==> config.mk <==
export PLATFORM = sky130hd
export DESIGN_NAME = pc_sequencer
export DESIGN_NICKNAME = d
export VERILOG_FILES = /design/src/rtl/pc_sequencer_pkg.sv /design/src/rtl/pc_redirect_arb.sv /design/src/rtl/pc_sequencer.sv
export SDC_FILE = /design/constraint.sdc
export NUM_CORES = 1
export LEC_CHECK = 0
export BUFFER_PORTS_ARGS = -buffer_cell sky130_fd_sc_hd__buf_4
export CORE_ASPECT_RATIO = 0.9
export CORE_UTILIZATION = 53
export CTS_BUF_LIST = sky130_fd_sc_hd__clkbuf_8
export DETAILED_ROUTE_END_ITERATION = 8
export PLACE_DENSITY_LB_ADDON = 0.1
export SLEW_MARGIN = 10
export SYNTH_ARGS = -nofsm -noshare
export SYNTH_HDL_FRONTEND = slang
export SYNTH_SLANG_ARGS = --single-unit
==> constraint.sdc <==
create_clock -name CLOCK -period 7.95 [get_ports CLOCK]
set_clock_uncertainty 0.15 [all_clocks]
set_input_delay 1.59 -clock CLOCK [delete_from_list [all_inputs] [get_ports CLOCK]]
set_output_delay 1.59 -clock CLOCK [all_outputs]
set_load 0.01 [all_outputs]
==> src/rtl/pc_sequencer_pkg.sv <==
// Shared front-end definitions: sequencer state encoding, redirect priority tags
// and default boot/exception addresses.
package pc_sequencer_pkg;

  typedef enum logic [1:0] {
    ST_BOOT = 2'd0,
    ST_RUN  = 2'd1,
    ST_HOLD = 2'd2,
    ST_HALT = 2'd3
  } seq_state_e;

  // Numeric order is the arbitration order, so tags compare directly with >=.
  typedef enum logic [1:0] {
    PRI_NONE   = 2'd0,
    PRI_JUMP   = 2'd1,
    PRI_BRANCH = 2'd2,
    PRI_EXC    = 2'd3
  } redir_pri_e;

  localparam logic [31:0] DEF_BOOT_PC = 32'h0000_0000;
  localparam logic [31:0] DEF_EXC_VEC = 32'h0000_0080;

  function automatic logic [31:0] seq_pc(input logic [31:0] pc);
    return pc + 32'd4;
  endfunction

endpackage

==> src/rtl/pc_redirect_arb.sv <==
// Fixed-priority select of the redirect target: exception > EX branch > ID jump.
module pc_redirect_arb
  import pc_sequencer_pkg::*;
#(
  parameter logic [31:0] EXC_VEC = DEF_EXC_VEC
) (
  input  logic        exc_req,
  input  logic        branch_taken,
  input  logic [31:0] branch_target,
  input  logic        jump_valid,
  input  logic [31:0] jump_target,
  output logic        redir_v,
  output logic [31:0] redir_target,
  output redir_pri_e  redir_tag
);

  always_comb begin
    redir_v      = 1'b1;
    redir_target = 32'h0;
    redir_tag    = PRI_NONE;
    if (exc_req) begin
      redir_target = EXC_VEC;
      redir_tag    = PRI_EXC;
    end else if (branch_taken) begin
      redir_target = branch_target;
      redir_tag    = PRI_BRANCH;
    end else if (jump_valid) begin
      redir_target = jump_target;
      redir_tag    = PRI_JUMP;
    end else begin
      redir_v = 1'b0;
    end
  end

endmodule

==> src/rtl/pc_sequencer.sv <==
// Next-PC controller: picks the PC register input, raises PC stall and pipeline
// flushes, and parks a redirect that arrives while instruction memory is busy.
module pc_sequencer
  import pc_sequencer_pkg::*;
#(
  parameter logic [31:0] BOOT_PC = DEF_BOOT_PC,
  parameter logic [31:0] EXC_VEC = DEF_EXC_VEC,
  parameter int unsigned CNT_W   = 16
) (
  input  logic             CLOCK,
  input  logic             RESET,
  input  logic [31:0]      PC_Cur,
  input  logic             JUMP_Valid,
  input  logic [31:0]      JUMP_Target,
  input  logic             BRANCH_Taken,
  input  logic [31:0]      BRANCH_Target,
  input  logic             EXC_Req,
  input  logic             LOAD_USE,
  input  logic             MEM_Busy,
  input  logic             HALT_Req,
  output logic [31:0]      PC_Next,
  output logic             PC_Stall,
  output logic             IF_ID_Flush,
  output logic             ID_EX_Flush,
  output logic             Halted,
  output logic [CNT_W-1:0] Stall_Count
);

  seq_state_e       state_q, state_d;
  logic             pend_v_q, pend_v_d;
  logic [31:0]      pend_pc_q, pend_pc_d;
  redir_pri_e       pend_tag_q, pend_tag_d;
  logic [CNT_W-1:0] stall_cnt_q, stall_cnt_d;

  logic             arb_v;
  logic [31:0]      arb_target;
  redir_pri_e       arb_tag;
  logic             new_redir;
  logic             take_new;
  logic             pc_stall;

  pc_redirect_arb #(
    .EXC_VEC(EXC_VEC)
  ) u_arb (
    .exc_req      (EXC_Req),
    .branch_taken (BRANCH_Taken),
    .branch_target(BRANCH_Target),
    .jump_valid   (JUMP_Valid),
    .jump_target  (JUMP_Target),
    .redir_v      (arb_v),
    .redir_target (arb_target),
    .redir_tag    (arb_tag)
  );

  always_comb begin
    // While halted only an exception is allowed to redirect.
    new_redir   = arb_v && ((state_q != ST_HALT) || EXC_Req);
    take_new    = new_redir && (!pend_v_q || (arb_tag >= pend_tag_q));

    state_d     = state_q;
    pend_v_d    = pend_v_q;
    pend_pc_d   = pend_pc_q;
    pend_tag_d  = pend_tag_q;
    stall_cnt_d = stall_cnt_q;

    PC_Next     = seq_pc(PC_Cur);
    pc_stall    = 1'b0;
    IF_ID_Flush = 1'b0;
    ID_EX_Flush = 1'b0;
    Halted      = 1'b0;

    if (RESET) begin
      state_d     = ST_BOOT;
      pend_v_d    = 1'b0;
      pend_pc_d   = 32'h0;
      pend_tag_d  = PRI_NONE;
      stall_cnt_d = '0;
      PC_Next     = BOOT_PC;
      IF_ID_Flush = 1'b1;
      ID_EX_Flush = 1'b1;
    end else begin
      unique case (state_q)
        ST_BOOT: begin
          PC_Next = BOOT_PC;
          state_d = ST_RUN;
        end
        default: begin
          if (new_redir) begin
            IF_ID_Flush = 1'b1;
            ID_EX_Flush = (arb_tag != PRI_JUMP);
          end
          if ((state_q == ST_HALT) && !EXC_Req) begin
            pc_stall = 1'b1;
            Halted   = 1'b1;
            PC_Next  = PC_Cur;
          end else if (MEM_Busy) begin
            pc_stall = 1'b1;
            PC_Next  = PC_Cur;
            state_d  = ST_HOLD;
            if (take_new) begin
              pend_v_d   = 1'b1;
              pend_pc_d  = arb_target;
              pend_tag_d = arb_tag;
            end
          end else begin
            state_d    = ST_RUN;
            pend_v_d   = 1'b0;
            pend_tag_d = PRI_NONE;
            if (take_new) begin
              PC_Next = arb_target;
            end else if (pend_v_q) begin
              PC_Next = pend_pc_q;
            end else if (LOAD_USE) begin
              pc_stall    = 1'b1;
              ID_EX_Flush = 1'b1;
              PC_Next     = PC_Cur;
            end
          end
          if ((state_q != ST_HALT) && HALT_Req && !EXC_Req) begin
            state_d    = ST_HALT;
            pend_v_d   = 1'b0;
            pend_tag_d = PRI_NONE;
          end
        end
      endcase
      if (pc_stall && !(&stall_cnt_q)) begin
        stall_cnt_d = stall_cnt_q + CNT_W'(1);
      end
    end
  end

  always_ff @(posedge CLOCK) begin
    state_q     <= state_d;
    pend_v_q    <= pend_v_d;
    pend_pc_q   <= pend_pc_d;
    pend_tag_q  <= pend_tag_d;
    stall_cnt_q <= stall_cnt_d;
  end

  assign PC_Stall    = pc_stall;
  assign Stall_Count = stall_cnt_q;

endmodule
; ---- Yosys cells after proc, flatten, opt, wreduce, memory -nomap -nowiden
; Cells that the tools add are included.
[word_totals]
regBits = 53
in_bits = 104
wordCells = 83
[classes]
add_sub_neg = 2
n_lt_le_gt_ge = 1
n_eq_ne = 6
muxes = 50
bitwise = 2
reduce_logical = 16
[op_table]
columns = operator, n
row1 = 32-bit 2-to-1 mux, 10
row2 = "32-bit by 3-bit adder with 32-bit output, second input constant", 1
row3 = 1-bit 2-to-1 mux, 31
row4 = 2-bit 2-to-1 mux, 9
row5 = "16-bit by 1-bit adder with 16-bit output, second input constant", 1
row6 = 16-bit AND reduction, 1
row7 = 1-bit logical AND, 6
row8 = "3-bit by 1-bit inequality test with 1-bit output, second input constant", 2
row9 = "2-bit by 1-bit inequality test with 1-bit output, second input constant", 2
row10 = 4-bit AND reduction, 1
row11 = 1-bit logical NOT, 3
row12 = 3-bit AND reduction, 1
row13 = "2-bit == test, second input constant", 1
row14 = 2-bit greater-or-equal comparator, 1
row15 = 2-bit logical NOT, 1
row16 = 1-bit logical OR, 2
row17 = "2-bit inequality test, second input constant", 1
row18 = 1-bit NOT, 2
row19 = 2-bit OR reduction, 1

; ---- Depth between registers and ports, before layout
[depth]
depth_word = 12
mapped_depth = 12

; ---- Modules after synthesis
; From an unflattened synthesis, not the netlist that was laid out.
[hier_totals]
cells_unflattened = 628
hier_area_um2 = 4404.2
[modules_own_cells]
columns = mod, n_inst, cells_per_inst, area_per_inst_um2
row1 = pc_sequencer, 1, 576, 3962.6
row2 = pc_redirect_arb, 1, 52, 441.7

; ---- Worst setup path before layout
; No wires, ideal clock.
[synth_path]
path_kind = input to output
start = input BRANCH_Taken
end = output PC_Next[4]
t_arrival_ps = 3675
path_slack_ps = 2535
stages = 9
n_path_buf = 3
path_cell_list = buf_4 clkbuf_1 or2_2 ha_1 o21ai_0 a31oi_1 clkbuf_1 nand2_1 a311oi_1
[synth_between]
elab_chain_len = 10
elab_cells_between_ends = 15
cone_classes = order compare (1) / mux (11) / reduce/logical (3)
[synth_rtl]
columns = element, line
row1 = from (decl), pc_sequencer.sv:15  ; input logic BRANCH_Taken,
row2 = 2-bit 2-to-1 mux, pc_redirect_arb.sv:24  ; end else if (branch_taken) begin
row3 = 2-bit 2-to-1 mux, pc_redirect_arb.sv:21  ; if (exc_req) begin
row4 = 2-bit greater-or-equal comparator, pc_sequencer.sv:58  ; take_new = new_redir && (!pend_v_q || (arb_tag >= pend_tag_q));
row5 = 1-bit logical OR, pc_sequencer.sv:58
row6 = 1-bit logical AND, pc_sequencer.sv:58
row7 = 32-bit 2-to-1 mux (*), pc_sequencer.sv:109  ; if (take_new) begin
row8 = 32-bit 2-to-1 mux (*), pc_sequencer.sv:96  ; end else if (MEM_Busy) begin
row9 = 32-bit 2-to-1 mux (*), pc_sequencer.sv:92  ; if ((state_q == ST_HALT) && !EXC_Req) begin
row10 = 32-bit 2-to-1 mux (*), pc_sequencer.sv:82  ; unique case (state_q)
row11 = 32-bit 2-to-1 mux (*), pc_sequencer.sv:72  ; if (RESET) begin
row12 = to (decl), pc_sequencer.sv:21  ; output logic [31:0] PC_Next,
; Mark *: on every way between the ends. The rest lies on a longest branch, timed or not.

; ---- Final worst setup path
[layout_path]
start = input BRANCH_Taken
end = output PC_Next[31]
; Same word-level chain as after synthesis.

==> out/qor.txt <==
routed wl met2: 6.638 mm
postcts setup bufs: 0
Hold Crit Class: register to register
Post-Synthesis Cells: 593
final wirelength: 14.18 mm
worst vdd ir: 73.34 uV
antenna violations before repair: 0
Synthesized Nets: 701
DIE HEIGHT: 88.15 um
wl on met1: 6.165 mm
Net Sw Frac: 33.09%
Pwr Density: 127.0 nW/um^2
met3 wire length: 1.180 mm
via count: 4933
P_sw: 0.0002363 W
drt first pass iters: 8
layout cell share with drive strength beyond 1: 27.13%
post-synthesis sequential area ratio: 24.28%
Port Buf Inserts: 155
clk slew on worst S/H paths: 0.10 ns
Logic pwr share: 32.5%
Primary FF master, synth: dfxtp_1
clock period minus worst slack: 6.405 ns
yosys warns: 0
core area: 8029 um^2
Unique masters post-synth: 54
nature of the critical path endpoint: output port
final period utilization: 80.56%
CP Launch Type: input pin
Crit. Startpoint: BRANCH_Taken
Worst-Margin Slew: 1.192 ns
Worst EP required: 6.21 ns
Die X-Extent: 97.72 um
most frequent cells in the layout: buf_4, nor2_1, dfxtp_1
Critical Path AT: 4.66 ns
ys async rst share: 0%
status: finished with violations
Rel. slew slack: 20.56%
root buffer cell: clkbuf_8
DRC viols: 18
CTS tree: done
Syn Area/Cell: 7.370 um^2
setup_tns: 0 ns
GRT Total Usage: 32.27%
worst skew pair latency: 0.32 ns
H-tree levels: 2
WL per Instance: 17.42 um
row cnt: 31
global-route wire length before repair: 22.34 mm
crit-path max FO: 37
Worst R2R End: Stall_Count[11]$_SDFFE_PP0P_
RePlAce Congestion: 0.8898
Worst R2R Path Depth: 7
Starting DRT DRC Count: 420
# IOs: 156
Pins Over Slew Limit: 0
WHS Path Cells: 2
Lkg Pwr: 2.263 nW
vias in the first global route: 4589
EDFF count, synth: 0
Max-cap violations: 0
worst hold endpoint: pend_tag_q[0]$_SDFFE_PP0P_
Finish-stage setup viols: 0
HP Start: pend_tag_q[0]$_SDFFE_PP0P_
uppermost layer routed: met4
mapped cell area: 4370 um^2
failing checks: DRC
largest net degree at the start of global routing: 59
Layout area overhead: 28.63%
Final nets: 822
hold_buf cts: 0
ANT nets after route: 0
die area: 8614 um^2
clk buf depth: 2
CTS sink count: 53
part of the power in registers: 39.0%
worst reg-to-reg setup slack: 4.81 ns
Internal: 0.0004778 W
Starting Density: 54.43%
grt total ovfl: 0
RSZ-0062 raised after global routing: no
commonest non-fill, non-tap cell in the layout: buf_4
CTS buffer count: 5
worst r2r src: pend_v_q$_SDFFE_PP0P_
via/cell ratio: 6.060
final hold violations: 0
post_cts resized: 0
HPWL Detailed: 9.626 mm
FMAX: 0.1561 GHz
n_diodes: 0
Clk pwr share: 28.5%
Design Power: 0.0007141 W
Yosys reg bits: 53
WS Path Type: input pin to output port
==> area by class of cell <==
cell class / instances / area, um^2
Clock buffer: 6 / 82.58
Clock inverter: 2 / 37.54
Fill cell: 681 / 2407
Inverter: 9 / 33.78
Multi-Input combinational cell: 483 / 3067
Sequential cell: 53 / 1061
Tap cell: 99 / 123.9
Timing Repair Buffer: 162 / 1216
==> state kept, by name, summed over array words and instances, names as in the netlist <==
signal	flops
Stall_Count	16
pend_tag_q	2
pend_pc_q	32
state_q	2
pend_v_q	1
==> stage by stage <==
step	instances	cell area (um^2)	utilization [%]	hold WS [ns]	setup WS (ns)
final	814	5622	70.02	0.3381	1.545
after global routing	814	5622	70.02	0.3698	1.324
after CTS	814	5622	70.02	0.3310	1.586
after detailed placement	806	5502	68.52	0.3180	1.589
after global placement	806	5502	68.52	0.3047	1.706
after floorplan	593	4370	-	0.2862	2.535
==> metal layers <==
layer  GRT usage, %  vias up
met1          42.95     2290
met5              0        -
li1               -     2385
met2          55.32      237
met3          3.911       21
met4          9.642        0
==> cell usage after synthesis (3+ instances only) <==
master,count,share of area (%)
nor4_2,4,1.1
and2_1,4,0.57
o211ai_1,9,1.5
clkbuf_1,34,2.9
mux2_2,3,0.77
xnor2_1,17,3.4
o21a_1,5,0.86
o21ai_0,42,4.8
inv_1,9,0.77
a221oi_1,3,0.60
buf_4,3,0.52
buf_6,3,0.77
nand2_1,40,3.4
and3_1,12,1.7
and4_1,3,0.60
nor2_1,102,8.8
ha_1,4,1.1
a22oi_1,30,5.2
nand3_1,24,2.7
nor3_1,12,1.4
a211oi_1,5,0.86
nand4_1,14,2.0
dfxtp_1,53,24
or2_2,3,0.43
a211o_1,7,1.4
a31oi_1,15,2.1
buf_2,8,0.92
a21oi_1,30,3.4
nand2b_1,4,0.57
xor2_1,19,3.8
and4b_1,4,0.92
mux2i_1,36,8.2
==> worst max path at each step <==
stage / slack, ns / to
6_report: 1.55 / PC_Next[31]
5_1_grt: 1.32 / PC_Next[31]
4_1_cts: 1.59 / PC_Next[31]
3_5_place_dp: 1.59 / PC_Next[31]
3_3_place_gp: 1.71 / PC_Next[31]
2_1_floorplan: 2.54 / PC_Next[4]
==> power groups by stage <==
stage                     Clock (W)  Sequential, W  Combinational, W
after floorplan                   0       0.000284          0.000133
after global placement            0       0.000284          0.000224
after detailed placement          0       0.000285          0.000228
after CTS                  0.000203       0.000278          0.000229
after global routing       0.000213       0.000280          0.000251
final                      0.000203       0.000279          0.000232
==> critical path, stage by stage <==
cell and delay (ns):
buf_4 0.36, nor2b_2 0.09, nor2_1 0.14, ha_1 0.25, o21ai_0 0.28, a31o_1 0.99, mux2_2 0.44, a311oi_1 0.25
nor3_1 0.11, buf_4 0.15
==> cells by family after synthesis <==
logic type	count (synthesis)	synth area share, %
simple gates	243	28.11
compound gates	161	24.33
buf+inv	57	5.897
flops	53	24.28
mux	39	9.018
xor+xnor	36	7.214
fa+ha+maj	4	1.145
Power figures use the tool's default switching activity.
